--- config.mk ---
export PLATFORM = sky130hd
export DESIGN_NAME = beam_scan_controller_flat
export DESIGN_NICKNAME = d
export VERILOG_FILES = /design/src/rtl/beam_pkg.sv /design/src/rtl/beam_scan_controller_if.sv /design/src/rtl/abs_accumulator.sv /design/src/rtl/beam_scan_controller.sv /design/src/flat_wrapper.sv
export SDC_FILE = /design/constraint.sdc
export NUM_CORES = 1
export LEC_CHECK = 0
export CAP_MARGIN = 20
export CORE_MARGIN = 2
export CORE_UTILIZATION = 50
export DETAILED_ROUTE_END_ITERATION = 8
export GPL_TIMING_DRIVEN = 0
export HOLD_SLACK_MARGIN = 0.02
export PLACE_DENSITY = 0.7
export SYNTH_ARGS = -nofsm -noshare
export SYNTH_HDL_FRONTEND = slang
export SYNTH_HIERARCHICAL = 1
export SYNTH_SLANG_ARGS = --single-unit
--- constraint.sdc ---
create_clock -name clk -period 6 [get_ports clk]
set_clock_uncertainty 0.2 [all_clocks]
set_input_delay 1.2 -clock clk [delete_from_list [all_inputs] [get_ports clk]]
set_output_delay 1.2 -clock clk [all_outputs]
set_load 0.01 [all_outputs]
--- src/rtl/beam_pkg.sv ---
// -----------------------------------------------------------------------------
// beam_pkg
// Shared types and constants for the beam scan controller slice.
//   scan_state_e   : controller FSM states
//   PCM_W          : microphone PCM sample width
//   NUM_MICS       : number of channels summed by the beamformer
//   SEL_W          : width of the delay-bank preset index
//   SETTLE_W       : width of the settle sample count
//   SUM_W_DEF      : width of the signed beam sum (PCM plus channel growth)
//   last_dir_index : index of the final preset for a given preset count
// -----------------------------------------------------------------------------
package beam_pkg;

   typedef enum logic [1:0] {
      ST_IDLE    = 2'd0,
      ST_SETTLE  = 2'd1,
      ST_MEASURE = 2'd2,
      ST_COMPARE = 2'd3
   } scan_state_e;

   localparam int PCM_W     = 19;
   localparam int NUM_MICS  = 8;
   localparam int SEL_W     = 5;
   localparam int SETTLE_W  = 6;

   // Summing NUM_MICS channels grows the word by log2(NUM_MICS) bits.
   localparam int SUM_W_DEF = PCM_W + $clog2(NUM_MICS);

   function automatic logic [SEL_W-1:0] last_dir_index(input int num_dirs);
      return SEL_W'(num_dirs - 1);
   endfunction

endpackage

--- src/rtl/beam_scan_controller_if.sv ---
// -----------------------------------------------------------------------------
// beam_scan_controller_if
// Bundles the scan request, the sample stream and the scan result.
//   start, abort           : scan request / cancel strobes (host -> controller)
//   dwell_samples          : measured samples per preset
//   settle_samples         : samples discarded after each preset change
//   sample_valid, beam_sum : PCM sample strobe and signed beam sum
//   delay_select           : preset index driven to the delay bank
//   busy, done             : scan in progress / one-cycle completion pulse
//   best_dir, best_energy  : committed result of the last completed scan
// Modports: master = host/sample side, slave = controller.
// -----------------------------------------------------------------------------
interface beam_scan_controller_if
   import beam_pkg::*;
#(
   parameter int SUM_W   = SUM_W_DEF,
   parameter int DWELL_W = 16,
   parameter int ACC_W   = 40
);

   logic                       start;
   logic                       abort;
   logic [DWELL_W-1:0]         dwell_samples;
   logic [SETTLE_W-1:0]        settle_samples;
   logic                       sample_valid;
   logic signed [SUM_W-1:0]    beam_sum;
   logic [SEL_W-1:0]           delay_select;
   logic                       busy;
   logic                       done;
   logic [SEL_W-1:0]           best_dir;
   logic [ACC_W-1:0]           best_energy;

   modport master (
      output start, abort, dwell_samples, settle_samples, sample_valid, beam_sum,
      input  delay_select, busy, done, best_dir, best_energy
   );

   modport slave (
      input  start, abort, dwell_samples, settle_samples, sample_valid, beam_sum,
      output delay_select, busy, done, best_dir, best_energy
   );

endinterface

--- src/rtl/abs_accumulator.sv ---
// -----------------------------------------------------------------------------
// abs_accumulator
// Accumulates the magnitude of a signed sample, saturating at all-ones.
//   clk, rst : clock, asynchronous active-low reset
//   clr      : clears the accumulator (wins over en)
//   en       : adds |din| this cycle
//   din      : signed sample
//   acc      : registered accumulator value
// -----------------------------------------------------------------------------
module abs_accumulator #(
   parameter int SUM_W = 22,
   parameter int ACC_W = 40
) (
   input  logic                    clk,
   input  logic                    rst,
   input  logic                    clr,
   input  logic                    en,
   input  logic signed [SUM_W-1:0] din,
   output logic [ACC_W-1:0]        acc
);

   // Two's-complement magnitude; the most-negative input maps to 2^(SUM_W-1),
   // which still fits because the result is treated as unsigned.
   function automatic logic [SUM_W-1:0] magnitude(input logic [SUM_W-1:0] v);
      logic [SUM_W-1:0] one_v;
      one_v = {{(SUM_W-1){1'b0}}, 1'b1};
      if (v[SUM_W-1]) begin
         return ~v + one_v;
      end else begin
         return v;
      end
   endfunction

   logic [ACC_W-1:0] acc_r;
   logic [ACC_W-1:0] acc_nxt_s;
   logic [ACC_W:0]   sum_s;

   // Next accumulator value: clear, saturating add, or hold.
   always_comb begin
      sum_s     = {1'b0, acc_r} + {{(ACC_W+1-SUM_W){1'b0}}, magnitude(din)};
      acc_nxt_s = acc_r;
      if (clr) begin
         acc_nxt_s = {ACC_W{1'b0}};
      end else if (en) begin
         // A carry out of the top bit means the true sum no longer fits.
         acc_nxt_s = sum_s[ACC_W] ? {ACC_W{1'b1}} : sum_s[ACC_W-1:0];
      end else begin
         acc_nxt_s = acc_r;
      end
   end

   // Accumulator register.
   always_ff @(posedge clk or negedge rst) begin
      if (!rst) begin
         acc_r <= {ACC_W{1'b0}};
      end else begin
         acc_r <= acc_nxt_s;
      end
   end

   assign acc = acc_r;

endmodule

--- src/rtl/beam_scan_controller.sv ---
// -----------------------------------------------------------------------------
// beam_scan_controller
// Steps the delay bank through NUM_DIRS steering presets, discards the settle
// samples after each change, accumulates |beam_sum| over the dwell window and
// locks the delay bank onto the loudest preset.
//   clk  : system clock
//   rst  : asynchronous active-low reset
//   bus  : beam_scan_controller_if.slave (request, samples, result)
// -----------------------------------------------------------------------------
module beam_scan_controller
   import beam_pkg::*;
#(
   parameter int NUM_DIRS = 4,
   parameter int SUM_W    = SUM_W_DEF,
   parameter int DWELL_W  = 16,
   parameter int ACC_W    = 40
) (
   input  logic                   clk,
   input  logic                   rst,
   beam_scan_controller_if.slave  bus
);

   localparam logic [SEL_W-1:0]    LAST_DIR    = last_dir_index(NUM_DIRS);
   localparam logic [SEL_W-1:0]    DIR_ZERO    = {SEL_W{1'b0}};
   localparam logic [SEL_W-1:0]    DIR_ONE     = {{(SEL_W-1){1'b0}}, 1'b1};
   localparam logic [SETTLE_W-1:0] SETTLE_ZERO = {SETTLE_W{1'b0}};
   localparam logic [SETTLE_W-1:0] SETTLE_ONE  = {{(SETTLE_W-1){1'b0}}, 1'b1};
   localparam logic [DWELL_W-1:0]  DWELL_ZERO  = {DWELL_W{1'b0}};
   localparam logic [DWELL_W-1:0]  DWELL_ONE   = {{(DWELL_W-1){1'b0}}, 1'b1};
   localparam logic [ACC_W-1:0]    ACC_ZERO    = {ACC_W{1'b0}};

   scan_state_e         state_r,       state_nxt_s;
   logic [SEL_W-1:0]    dir_r,         dir_nxt_s;
   logic [SETTLE_W-1:0] settle_cnt_r,  settle_cnt_nxt_s;
   logic [SETTLE_W-1:0] settle_cap_r,  settle_cap_nxt_s;
   logic [DWELL_W-1:0]  dwell_cnt_r,   dwell_cnt_nxt_s;
   logic [DWELL_W-1:0]  dwell_cap_r,   dwell_cap_nxt_s;
   logic [SEL_W-1:0]    work_dir_r,    work_dir_nxt_s;
   logic [ACC_W-1:0]    work_energy_r, work_energy_nxt_s;
   logic [SEL_W-1:0]    best_dir_r,    best_dir_nxt_s;
   logic [ACC_W-1:0]    best_energy_r, best_energy_nxt_s;
   logic [SEL_W-1:0]    delay_sel_r,   delay_sel_nxt_s;
   logic                busy_r,        busy_nxt_s;
   logic                done_r,        done_nxt_s;
   logic                acc_clr_s;
   logic                acc_en_s;
   logic [ACC_W-1:0]    acc_s;

   abs_accumulator #(
      .SUM_W (SUM_W),
      .ACC_W (ACC_W)
   ) u_acc (
      .clk (clk),
      .rst (rst),
      .clr (acc_clr_s),
      .en  (acc_en_s),
      .din (bus.beam_sum),
      .acc (acc_s)
   );

   // Next-state, counter, best-tracking and output logic.
   always_comb begin
      state_nxt_s       = state_r;
      dir_nxt_s         = dir_r;
      settle_cnt_nxt_s  = settle_cnt_r;
      settle_cap_nxt_s  = settle_cap_r;
      dwell_cnt_nxt_s   = dwell_cnt_r;
      dwell_cap_nxt_s   = dwell_cap_r;
      work_dir_nxt_s    = work_dir_r;
      work_energy_nxt_s = work_energy_r;
      best_dir_nxt_s    = best_dir_r;
      best_energy_nxt_s = best_energy_r;
      done_nxt_s        = 1'b0;
      acc_clr_s         = 1'b0;
      acc_en_s          = 1'b0;

      case (state_r)
         ST_IDLE: begin
            // abort beats start, so start+abort together does nothing.
            if (bus.start && !bus.abort) begin
               settle_cap_nxt_s  = bus.settle_samples;
               dwell_cap_nxt_s   = (bus.dwell_samples == DWELL_ZERO) ? DWELL_ONE
                                                                     : bus.dwell_samples;
               settle_cnt_nxt_s  = SETTLE_ZERO;
               dwell_cnt_nxt_s   = DWELL_ZERO;
               dir_nxt_s         = DIR_ZERO;
               work_dir_nxt_s    = DIR_ZERO;
               work_energy_nxt_s = ACC_ZERO;
               acc_clr_s         = 1'b1;
               state_nxt_s       = ST_SETTLE;
            end else begin
               state_nxt_s = ST_IDLE;
            end
         end

         ST_SETTLE: begin
            if (bus.abort) begin
               settle_cnt_nxt_s = SETTLE_ZERO;
               state_nxt_s      = ST_IDLE;
            end else if (settle_cap_r == SETTLE_ZERO) begin
               // Zero settle: one pass-through cycle, the sample is not used.
               state_nxt_s = ST_MEASURE;
            end else if (bus.sample_valid) begin
               if (settle_cnt_r + SETTLE_ONE == settle_cap_r) begin
                  settle_cnt_nxt_s = SETTLE_ZERO;
                  state_nxt_s      = ST_MEASURE;
               end else begin
                  settle_cnt_nxt_s = settle_cnt_r + SETTLE_ONE;
               end
            end else begin
               state_nxt_s = ST_SETTLE;
            end
         end

         ST_MEASURE: begin
            if (bus.abort) begin
               dwell_cnt_nxt_s = DWELL_ZERO;
               state_nxt_s     = ST_IDLE;
            end else if (bus.sample_valid) begin
               acc_en_s = 1'b1;
               if (dwell_cnt_r + DWELL_ONE == dwell_cap_r) begin
                  dwell_cnt_nxt_s = DWELL_ZERO;
                  state_nxt_s     = ST_COMPARE;
               end else begin
                  dwell_cnt_nxt_s = dwell_cnt_r + DWELL_ONE;
               end
            end else begin
               state_nxt_s = ST_MEASURE;
            end
         end

         ST_COMPARE: begin
            if (bus.abort) begin
               state_nxt_s = ST_IDLE;
            end else begin
               // Strictly greater: on a tie the earlier (lower) preset stays.
               if (acc_s > work_energy_r) begin
                  work_dir_nxt_s    = dir_r;
                  work_energy_nxt_s = acc_s;
               end else begin
                  work_dir_nxt_s    = work_dir_r;
                  work_energy_nxt_s = work_energy_r;
               end
               if (dir_r == LAST_DIR) begin
                  best_dir_nxt_s    = work_dir_nxt_s;
                  best_energy_nxt_s = work_energy_nxt_s;
                  done_nxt_s        = 1'b1;
                  state_nxt_s       = ST_IDLE;
               end else begin
                  dir_nxt_s   = dir_r + DIR_ONE;
                  acc_clr_s   = 1'b1;
                  state_nxt_s = ST_SETTLE;
               end
            end
         end

         default: begin
            state_nxt_s = ST_IDLE;
         end
      endcase

      // Outputs are computed from the next state so they register in step
      // with it; in IDLE the delay bank stays locked on the committed winner.
      busy_nxt_s      = (state_nxt_s != ST_IDLE);
      delay_sel_nxt_s = (state_nxt_s == ST_IDLE) ? best_dir_nxt_s : dir_nxt_s;
   end

   // State, counter and output registers.
   always_ff @(posedge clk or negedge rst) begin
      if (!rst) begin
         state_r       <= ST_IDLE;
         dir_r         <= DIR_ZERO;
         settle_cnt_r  <= SETTLE_ZERO;
         settle_cap_r  <= SETTLE_ZERO;
         dwell_cnt_r   <= DWELL_ZERO;
         dwell_cap_r   <= DWELL_ZERO;
         work_dir_r    <= DIR_ZERO;
         work_energy_r <= ACC_ZERO;
         best_dir_r    <= DIR_ZERO;
         best_energy_r <= ACC_ZERO;
         delay_sel_r   <= DIR_ZERO;
         busy_r        <= 1'b0;
         done_r        <= 1'b0;
      end else begin
         state_r       <= state_nxt_s;
         dir_r         <= dir_nxt_s;
         settle_cnt_r  <= settle_cnt_nxt_s;
         settle_cap_r  <= settle_cap_nxt_s;
         dwell_cnt_r   <= dwell_cnt_nxt_s;
         dwell_cap_r   <= dwell_cap_nxt_s;
         work_dir_r    <= work_dir_nxt_s;
         work_energy_r <= work_energy_nxt_s;
         best_dir_r    <= best_dir_nxt_s;
         best_energy_r <= best_energy_nxt_s;
         delay_sel_r   <= delay_sel_nxt_s;
         busy_r        <= busy_nxt_s;
         done_r        <= done_nxt_s;
      end
   end

   assign bus.delay_select = delay_sel_r;
   assign bus.busy         = busy_r;
   assign bus.done         = done_r;
   assign bus.best_dir     = best_dir_r;
   assign bus.best_energy  = best_energy_r;

endmodule

--- src/flat_wrapper.sv ---
// flat-port wrapper written by rule: the top's interface ports become plain ports
module beam_scan_controller_flat import beam_pkg::*;
#(
   parameter int NUM_DIRS = 4,
   parameter int SUM_W    = SUM_W_DEF,
   parameter int DWELL_W  = 16,
   parameter int ACC_W    = 40
)
  (clk, rst, bus_start, bus_abort, bus_dwell_samples, bus_settle_samples, bus_sample_valid, bus_beam_sum, bus_delay_select, bus_busy, bus_done, bus_best_dir, bus_best_energy);
  beam_scan_controller_if #(.SUM_W(SUM_W), .DWELL_W(DWELL_W), .ACC_W(ACC_W)) bus_i ();
  input  logic clk;
  input  logic rst;
  input wire logic [$bits(bus_i.start)-1:0] bus_start;
  input wire logic [$bits(bus_i.abort)-1:0] bus_abort;
  input wire logic [$bits(bus_i.dwell_samples)-1:0] bus_dwell_samples;
  input wire logic [$bits(bus_i.settle_samples)-1:0] bus_settle_samples;
  input wire logic [$bits(bus_i.sample_valid)-1:0] bus_sample_valid;
  input wire logic [$bits(bus_i.beam_sum)-1:0] bus_beam_sum;
  output wire logic [$bits(bus_i.delay_select)-1:0] bus_delay_select;
  output wire logic [$bits(bus_i.busy)-1:0] bus_busy;
  output wire logic [$bits(bus_i.done)-1:0] bus_done;
  output wire logic [$bits(bus_i.best_dir)-1:0] bus_best_dir;
  output wire logic [$bits(bus_i.best_energy)-1:0] bus_best_energy;
  assign bus_i.start = bus_start;
  assign bus_i.abort = bus_abort;
  assign bus_i.dwell_samples = bus_dwell_samples;
  assign bus_i.settle_samples = bus_settle_samples;
  assign bus_i.sample_valid = bus_sample_valid;
  assign bus_i.beam_sum = bus_beam_sum;
  assign bus_delay_select = bus_i.delay_select;
  assign bus_busy = bus_i.busy;
  assign bus_done = bus_i.done;
  assign bus_best_dir = bus_i.best_dir;
  assign bus_best_energy = bus_i.best_energy;
  beam_scan_controller #(.NUM_DIRS(NUM_DIRS), .SUM_W(SUM_W), .DWELL_W(DWELL_W), .ACC_W(ACC_W)) u_core (.clk(clk), .rst(rst), .bus(bus_i));
endmodule
==> metrics.json, run 1 <==
{
  "outcome": {
    "status": "completed"
  },
  "die": {
    "floorplan.die.width_um": 161,
    "core_area_um2": 24200,
    "row_count": 57,
    "area_enclosed_by_the_die_boundary_um2": 25900,
    "die_height_um": 161,
    "initial_utilization": 0.507,
    "io-pin-count": 101
  },
  "critical_path": {
    "worst-endpoint-required_ps": 6110,
    "crit_slowest_cell": "clkdlybuf4s50_1",
    "critPathCaptureType": "flop",
    "timing.critical_path.fanout_max": 6,
    "arrival_ps": 5880,
    "reg2reg_slack_ps": 1910,
    "critical_path_class": "in2reg",
    "path_buf_inv": 2,
    "start_kind": "primary input",
    "path_delay_family": "simple AND/OR/NAND/NOR gates",
    "worstPathCellList": "clkdlybuf4s50_1 -> inv_1 -> ha_1 -> nand2_1 -> or4_1 -> or4_1 -> o21ai_1 -> xnor2_1 -> ha_1 -> nand2_1 -> o211ai_1 -> o21ai_0 -> a21oi_1 -> nor2b_1 -> a221oi_1 -> a311oi_1",
    "slowest_delay_ps": 580
  },
  "grt": {
    "antenna_found_initial": 0,
    "overflow": 0,
    "largest_net_degree_at_the_start_of_global_routing": 122,
    "grt_first_pass_wirelength_mm": 53.2,
    "via_count_of_the_first_global_routing_pass": 10400,
    "grt.total_usage": 0.253
  },
  "timing": {
    "final.period_utilization": 0.961,
    "fmax_mhz": 173,
    "layout_min_cycle_time_ps": 5770,
    "finalMaxSlewViolations": 0,
    "hold_violation_total_from_the_final_report": 0,
    "timing_worst_slew_pin_value_ps": 899,
    "post-route-worst-setup-slack_ps": 232,
    "grt_setup_unrepaired": "false",
    "setup_violations": 0,
    "relSlewSlack": 0.395
  },
  "power_and_ir_drop": {
    "net_sw_frac": 0.283,
    "pwr-share-clk": 0.376,
    "sequentialPowerShare": 0.450,
    "internal_power_mw": 2.15,
    "p_sw_mw": 0.848,
    "ir_drop_v": 0.000141,
    "power.leakage_nw": 6.10,
    "power-per-cell-area_nw_per_um2": 209,
    "combPwrFrac": 0.174,
    "design_power_total_mw": 3.00
  },
  "synth": {
    "synthesis.instances": 1290,
    "synth_top_cell_by_area": "dfrtp_1",
    "mappedNetlistNets": 1415,
    "synth_top_cell_area_share": 0.382,
    "yosys_register_bits": 188,
    "synth_seq_area_share": 0.382,
    "ys_top_cells_by_area": "dfrtp_1, ha_1, a22o_1",
    "yosys_warnings": 6,
    "synthesis.area_um2": 12300,
    "syn-mean-instance-area_um2": 9.54,
    "synthArstFlopShare": 1.00,
    "synth_cell_types": 80,
    "synth_enable_flop_cells": 0,
    "ys.flop_type": "dfrtp_1"
  },
  "placement": {
    "detailed_place_hpwl_mm": 23.6,
    "io_buffer_count": 100,
    "detailedPlace.worstSlack_ps": -129,
    "gp_congestion": 0.894,
    "placedCellCount": 1715
  },
  "route": {
    "num_vias": 10600,
    "antenna_violating_nets_post_route": 0,
    "drc": 0,
    "firstDrtPassIters": 5,
    "avgRoutedWirePerCell_um": 18.4,
    "initialDrtViolationCount": 849,
    "detail_route.vias_per_cell": 6.07,
    "drt_wl_total_mm": 32.1
  },
  "clock_tree": {
    "htree_num_levels": 4,
    "cts.sinks": 188,
    "clkLatencyLatePin_ps": 430,
    "clk_pin_slew_worst_paths_ps": 70,
    "tritoncts.num_buffers": 17,
    "cts_tree": "yes",
    "cts_post_setup_buffers_inserted": 0,
    "cts_root_buf": "clkbuf_16",
    "clock_tree.buffer_depth": 2
  },
  "final_layout": {
    "finalNonFillerCells": 1746,
    "areaGrowthSynthToFinish_pct": 16.4,
    "drive_gt1_frac": 0.0781,
    "num-fill-cells": 2156,
    "antenna_cells_inserted": 0,
    "num-nets-final": 1535,
    "post-route-util": 0.591
  },
  "worst_hold_path": {
    "min-delay-path-class": "reg2reg"
  },
  "run": {
    "max_cap_viol_count": 0
  }
}
==> cell type report <==
class | instances | area (µm²) | share of cell area
well taps | 324 | 405 | 0.0283
clock inverters | 9 | 113 | 0.00786
inverters | 59 | 221 | 0.0155
multi-input cells | 967 | 6990 | 0.488
plain buffers | 76 | 392 | 0.0273
clock buffers | 22 | 464 | 0.0324
flip-flops and latches | 188 | 4700 | 0.328
repair buffers | 101 | 1030 | 0.0721
==> per-stage QoR <==
step | hold WS, ps | TNS [ps] | instance area (µm²)
detailed placement | 273 | -1850 | 13700
CTS | 294 | 0 | 14300
floorplan | 268 | 0 | 12300
global placement | 265 | -833090 | 13700
global route | 315 | 0 | 14300
finish | 289 | 0 | 14300
==> registers in the layout (all words and copies together) (netlist names), 2 cells and up <==
signal,flops
u_core/state_r,2
u_core/bus.best_dir,5
u_core/bus.best_energy,40
u_core/work_energy_r,40
u_core/settle_cap_r,6
u_core/bus.delay_select,5
u_core/dir_r,5
u_core/dwell_cap_r,16
u_core/dwell_cnt_r,16
u_core/settle_cnt_r,6
u_core/work_dir_r,5
u_core/u_acc/acc,40
==> final timing paths <==
check	start	end	depth (start not counted)
hold / removal	u_core/bus.best_energy[32]$_DFFE_PN0P_	u_core/bus.best_energy[32]$_DFFE_PN0P_	2
max in group asynchronous	rst	u_core/work_energy_r[34]$_DFFE_PN0P_	2
setup / recovery	bus_beam_sum[0]	u_core/u_acc/acc[29]$_DFFE_PN0P_	16
setup reg to reg	u_core/u_acc/acc[30]$_DFFE_PN0P_	u_core/bus.best_energy[3]$_DFFE_PN0P_	10
hold reg to reg	u_core/bus.best_energy[32]$_DFFE_PN0P_	u_core/bus.best_energy[32]$_DFFE_PN0P_	2
min in group asynchronous	rst	u_core/bus.best_energy[9]$_DFFE_PN0P_	1
==> layer usage <==
layer | wire length, µm | GRT usage | vias to the layer above
met2 | 14700 | 0.403 | 293
met5 | 0 | 0 | -
li1 | - | - | 5051
met3 | 1430 | 0.0310 | 51
met4 | 775 | 0.0856 | 0
met1 | 15200 | 0.360 | 5203
==> synthesized netlist by cell type (17+ instances only) <==
master and number:
a211oi_1 20, a21oi_1 63, a22o_1 96, a311oi_1 17, a31oi_1 26, clkbuf_1 44
dfrtp_1 188, ha_1 75, inv_1 57, mux2_2 22, mux2i_1 42, nand2_1 115
nand3_1 31, nand4_1 28, nor2_1 64, o21ai_0 62, o21ai_1 25, xnor2_1 45
xor2_1 19
==> what timing repair did <==
item / CTS / global route
setup endpoints to repair: 0 / 1
gates resized for setup: 0 / 1
hold buffers: 0 / 0
==> tightest hold or removal path, stage by stage (launching register included) <==
cell,delay [ps]
dfrtp_1,340
nand2_1,50
o21ai_1,60
==> power by group through the flow <==
stage	logic (mW)	clock network [mW]	registers (mW)
5_1_grt	0.569	1.20	1.35
2_1_floorplan	0.352	0	1.36
6_report	0.523	1.13	1.35
3_3_place_gp	0.506	0	1.37
4_1_cts	0.521	1.15	1.35
3_5_place_dp	0.518	0	1.37
==> placed cells by master, fill, tap and decap left out, types with 9 or more instances in the layout <==
cell | Yosys | routed
clkdlybuf4s50_1 | 0 | 99
dfrtp_1 | 188 | 188
a21o_1 | 14 | 14
mux2_2 | 22 | 22
and4_1 | 9 | 9
mux2i_1 | 42 | 42
ha_1 | 75 | 75
clkbuf_16 | 0 | 17
and3_1 | 14 | 14
nor3_1 | 15 | 15
nor2b_1 | 16 | 16
and2_1 | 15 | 15
a311oi_1 | 17 | 17
clkbuf_1 | 44 | 47
a22o_1 | 96 | 96
o21ai_0 | 62 | 62
xor2_1 | 19 | 19
xnor2_1 | 45 | 45
o211ai_1 | 10 | 10
nand3_1 | 31 | 31
o21ai_1 | 25 | 25
a31oi_1 | 26 | 25
nand4_1 | 28 | 28
buf_2 | 16 | 16
nor2_1 | 64 | 64
nand2b_1 | 13 | 13
inv_1 | 57 | 57
a21oi_1 | 63 | 63
buf_6 | 10 | 10
a41oi_1 | 9 | 9
a211oi_1 | 20 | 20
nand2_1 | 115 | 115
==> cell families (layout without fill, tap and decap cells) <==
family	count (synthesis)	after routing	synth area share
muxes	70	70	0.0616
AOI/OAI and AO/OA	408	408	0.239
buffers and inverters	135	267	0.0498
adders and majority gates	76	76	0.0779
and+or+nand+nor	348	348	0.142
xor gates and xnor gates	65	65	0.0474
DFF	188	188	0.382
(Power assumes the default switching activity.)
==> run 2: changes to the inputs <==
--- a/config.mk
+++ b/config.mk
@@ -8,11 +8,11 @@
 export CAP_MARGIN = 20
 export CORE_MARGIN = 2
 export CORE_UTILIZATION = 50
+export CTS_CLUSTER_SIZE = 16
 export DETAILED_ROUTE_END_ITERATION = 8
 export GPL_TIMING_DRIVEN = 0
 export HOLD_SLACK_MARGIN = 0.02
-export PLACE_DENSITY = 0.7
+export PLACE_DENSITY = 0.71
 export SYNTH_ARGS = -nofsm -noshare
 export SYNTH_HDL_FRONTEND = slang
-export SYNTH_HIERARCHICAL = 1
 export SYNTH_SLANG_ARGS = --single-unit
==> run 2 against run 1 <==
Net effect:
- first-iteration DRC count is 20% lower
- non-clock buffer count is 20 lower
- routed wire length is 7.6% lower
- via count is 6.6% lower
- global-route usage is 0.32 points lower
- critical path type unchanged
- synthesized cell count is 4.0% lower
- synthesized area is 5.0% lower
==> metrics.json, run 2 <==
{
  "timing": {
    "fmax": {"value": 175, "unit": "MHz", "change": "was 173 MHz"},
    "hold_ws": {"value": 281, "unit": "ps", "change": "was 289 ps"},
    "hold_violation_total_from_the_final_report": {"value": 0, "change": "unchanged"},
    "timing_worst_slew_pin_value": {"value": 945, "unit": "ps", "change": "was 899 ps"},
    "grt_setup_unrepaired": {"value": "false", "change": "unchanged"},
    "relSlewSlack": {"value": 0.370, "change": "was 0.395"},
    "final.period_utilization": {"value": 0.950, "change": "was 0.961"},
    "setup_violations": {"value": 0, "change": "unchanged"},
    "post-route-worst-setup-slack": {"value": 301, "unit": "ps", "change": "was 232 ps"},
    "layout_min_cycle_time": {"value": 5700, "unit": "ps", "change": "was 5770 ps"},
    "finalMaxSlewViolations": {"value": 0, "change": "unchanged"}
  },
  "synth": {
    "yosys-mux-area-fraction": {"value": 0.0672, "change": "was 0.0616"},
    "yosys.area_share.adder": {"value": 0.0820, "change": "was 0.0779"},
    "syn-mean-instance-area": {"value": 9.43, "unit": "µm²", "change": "was 9.54 µm²"},
    "synth_cell_types": {"value": 73, "change": "was 80"},
    "synthArstFlopShare": {"value": 1.00, "change": "unchanged"},
    "synth_enable_flop_cells": {"value": 0, "change": "unchanged"},
    "ys_top_cells_by_count": {"value": "dfrtp_1, nand2_1, o21ai_0", "change": "was dfrtp_1, nand2_1, a22o_1"},
    "yosys_warnings": {"value": 0, "change": "was 6"},
    "ys_top_cells_by_area": {"value": "dfrtp_1, ha_1, o21ai_0", "change": "was dfrtp_1, ha_1, a22o_1"},
    "synth_seq_area_share": {"value": 0.402, "change": "was 0.382"},
    "ys.flop_type": {"value": "dfrtp_1", "change": "unchanged"},
    "synth_top_cell_area_share": {"value": 0.402, "change": "was 0.382"},
    "synth_xor_xnor_area_share": {"value": 0.0539, "change": "was 0.0474"},
    "synthesis.area": {"value": 11700, "unit": "µm²", "change": "was 12300 µm²"},
    "synth_most_common_cell": {"value": "dfrtp_1", "change": "unchanged"},
    "synth_compound_gate_area_share": {"value": 0.199, "change": "was 0.239"},
    "mappedNetlistNets": {"value": 1364, "change": "was 1415"},
    "synth_top_cell_by_area": {"value": "dfrtp_1", "change": "unchanged"},
    "synthesis.instances": {"value": 1239, "change": "was 1290"},
    "yosys_register_bits": {"value": 188, "change": "unchanged"},
    "synth_simple_gate_area_share": {"value": 0.152, "change": "was 0.142"},
    "largest_family_of_logic_cells_by_synthesized_area": {"value": "compound AO/OA/AOI/OAI gates", "change": "unchanged"}
  },
  "clock_tree": {
    "cts_root_buf": {"value": "clkbuf_16", "change": "unchanged"},
    "clkLatencyLatePin": {"value": 440, "unit": "ps", "change": "was 430 ps"},
    "clock_tree.buffer_depth": {"value": 2, "change": "unchanged"},
    "htree_num_levels": {"value": 4, "change": "unchanged"},
    "cts.sinks": {"value": 188, "change": "unchanged"},
    "clk_pin_slew_worst_paths": {"value": 70, "unit": "ps", "change": "about the same"},
    "tritoncts.num_buffers": {"value": 17, "change": "unchanged"},
    "cts_tree": {"value": "yes", "change": "unchanged"},
    "cts_post_setup_buffers_inserted": {"value": 0, "change": "unchanged"}
  },
  "grt": {
    "largest_net_degree_at_the_start_of_global_routing": {"value": 98, "change": "was 122"},
    "grt.total_usage": {"value": 0.250, "change": "was 0.253"},
    "grt_first_pass_wirelength": {"value": 48.8, "unit": "mm", "change": "was 53.2 mm"},
    "overflow": {"value": 0, "change": "unchanged"},
    "antenna_found_initial": {"value": 0, "change": "unchanged"},
    "via_count_of_the_first_global_routing_pass": {"value": 9671, "change": "was 10400"}
  },
  "route": {
    "num_vias": {"value": 9902, "change": "was 10600"},
    "avgRoutedWirePerCell": {"value": 17.6, "unit": "µm", "change": "was 18.4 µm"},
    "drt_wl_total": {"value": 29.7, "unit": "mm", "change": "was 32.1 mm"},
    "firstDrtPassIters": {"value": 5, "change": "unchanged"},
    "drc": {"value": 0, "change": "unchanged"},
    "detail_route.vias_per_cell": {"value": 5.88, "change": "was 6.07"},
    "initialDrtViolationCount": {"value": 681, "change": "was 849"},
    "antenna_violating_nets_post_route": {"value": 0, "change": "unchanged"}
  },
  "final_layout": {
    "num-nets-final": {"value": 1484, "change": "was 1535"},
    "antenna_cells_inserted": {"value": 0, "change": "unchanged"},
    "drive_gt1_frac": {"value": 0.0860, "change": "was 0.0781"},
    "areaGrowthSynthToFinish": {"value": 17.4, "unit": "%", "change": "was 16.4%"},
    "mostFrequentLayoutCells": {"value": "dfrtp_1, nand2_1, o21ai_0", "change": "was dfrtp_1, nand2_1, clkdlybuf4s50_1"},
    "final_common_cell": {"value": "dfrtp_1", "change": "unchanged"}
  },
  "die": {
    "die_height": {"value": 157, "unit": "µm", "change": "was 161 µm"},
    "floorplan.die.width": {"value": 157, "unit": "µm", "change": "was 161 µm"},
    "area_enclosed_by_the_die_boundary": {"value": 24600, "unit": "µm²", "change": "was 25900 µm²"},
    "core_area": {"value": 22800, "unit": "µm²", "change": "was 24200 µm²"},
    "initial_utilization": {"value": 0.513, "change": "was 0.507"},
    "row_count": {"value": 55, "change": "was 57"},
    "io-pin-count": {"value": 101, "change": "unchanged"}
  },
  "critical_path": {
    "critical_path_class": {"value": "in2reg", "change": "unchanged"},
    "timing.critical_path.fanout_max": {"value": 10, "change": "was 6"},
    "arrival": {"value": 5800, "unit": "ps", "change": "was 5880 ps"},
    "worst-endpoint-required": {"value": 6100, "unit": "ps", "change": "was 6110 ps"},
    "start_kind": {"value": "primary input", "change": "unchanged"},
    "critPathCaptureType": {"value": "flop", "change": "unchanged"}
  },
  "outcome": {
    "status": {"value": "completed", "change": "unchanged"}
  },
  "placement": {
    "detailed_place_hpwl": {"value": 22.3, "unit": "mm", "change": "was 23.6 mm"},
    "gp_congestion": {"value": 0.905, "change": "was 0.894"},
    "io_buffer_count": {"value": 100, "change": "unchanged"},
    "detailedPlace.worstSlack": {"value": -315, "unit": "ps", "change": "was -129 ps"}
  },
  "power_and_ir_drop": {
    "power-per-cell-area": {"value": 272, "unit": "nW/µm²", "change": "was 209 nW/µm²"},
    "ir_drop": {"value": 0.000233, "unit": "V", "change": "was 0.000141 V"},
    "power.leakage": {"value": 5.82, "unit": "nW", "change": "was 6.10 nW"},
    "design_power_total": {"value": 3.73, "unit": "mW", "change": "was 3.00 mW"}
  },
  "worst_hold_path": {
    "min-delay-path-class": {"value": "reg2reg", "change": "unchanged"}
  },
  "run": {
    "max_cap_viol_count": {"value": 0, "change": "unchanged"}
  }
}
run 2: where the power goes:
part | switching [mW] | internal (mW)
registers | 0.0898 | 1.35
clock network | 0.526 | 0.623
logic | 0.681 | 0.462
total | 1.30 | 2.43
run 2: cell type report:
| cell class | instances | area (µm²) |
|---|---|---|
| fillers | 1975 | 9050 |
| multi-input cells | 925 | 6500 |
| flip-flops and latches | 188 | 4700 |
| repair buffers | 101 | 1030 |
| clock buffers | 18 | 429 |
| well taps | 313 | 392 |
| inverters | 70 | 263 |
| plain buffers | 56 | 243 |
| clock inverters | 14 | 161 |
run 2: worst paths after layout:
check	to	slack [ps]	cells past startpoint	start
setup / recovery	u_core.u_acc.acc[38]$_DFFE_PN0P_	300	16	bus_beam_sum[7]
hold / removal	u_core.work_dir_r[2]$_DFFE_PN0P_	280	2	u_core.work_dir_r[2]$_DFFE_PN0P_
setup reg to reg	u_core.work_energy_r[8]$_DFFE_PN0P_	2100	11	u_core.u_acc.acc[27]$_DFFE_PN0P_
hold reg to reg	u_core.work_dir_r[2]$_DFFE_PN0P_	280	2	u_core.work_dir_r[2]$_DFFE_PN0P_
max in group asynchronous	u_core.work_energy_r[20]$_DFFE_PN0P_	4130	2	rst
min in group asynchronous	u_core.dwell_cap_r[3]$_DFFE_PN0P_	550	1	rst
run 2: worst max-delay path, stage by stage:
cell and delay, ps:
clkdlybuf4s50_1 470, or4_1 600, nor4_1 340, nand2_1 180
or2_2 330, o41ai_1 320, xnor2_1 200, ha_1 320
and3_1 240, a311oi_1 450, o41ai_2 220, a31oi_4 310
nor2_4 110, nor2_2 180, buf_6 210, a311oi_2 110
run 2: what timing repair did:
action,in CTS,in global routing
hold buffers,0,0
gates resized for setup,0,5
endpoints found under the hold margin,0,0
endpoints found under the setup margin,0,28
run 2: stage by stage:
stage | instance area [µm²] | instances | utilization | setup TNS, ps
after global placement | 13100 | 1652 | 0.574 | -822690
after floorplan | 11700 | 1239 | - | 0
after detailed placement | 13100 | 1653 | 0.576 | -6040
after global routing | 13700 | 1685 | 0.603 | 0
after CTS | 13700 | 1685 | 0.602 | 0
final | 13700 | 1685 | 0.603 | 0
run 2: cell families after synthesis:
| family | Yosys count |
|---|---|
| and+or+nand+nor | 353 |
| AOI/OAI and AO/OA | 352 |
| DFF | 188 |
| buffers and inverters | 126 |
| adders and majority gates | 76 |
| xor gates and xnor gates | 72 |
| muxes | 72 |
run 2: metal layers:
metal,global-route usage,vias to the layer above,part of all wire
li1,-,4749,-
met1,0.345,4825,0.45
met2,0.408,280,0.47
met3,0.0336,48,0.052
met4,0.0821,0,0.024
met5,0,-,0
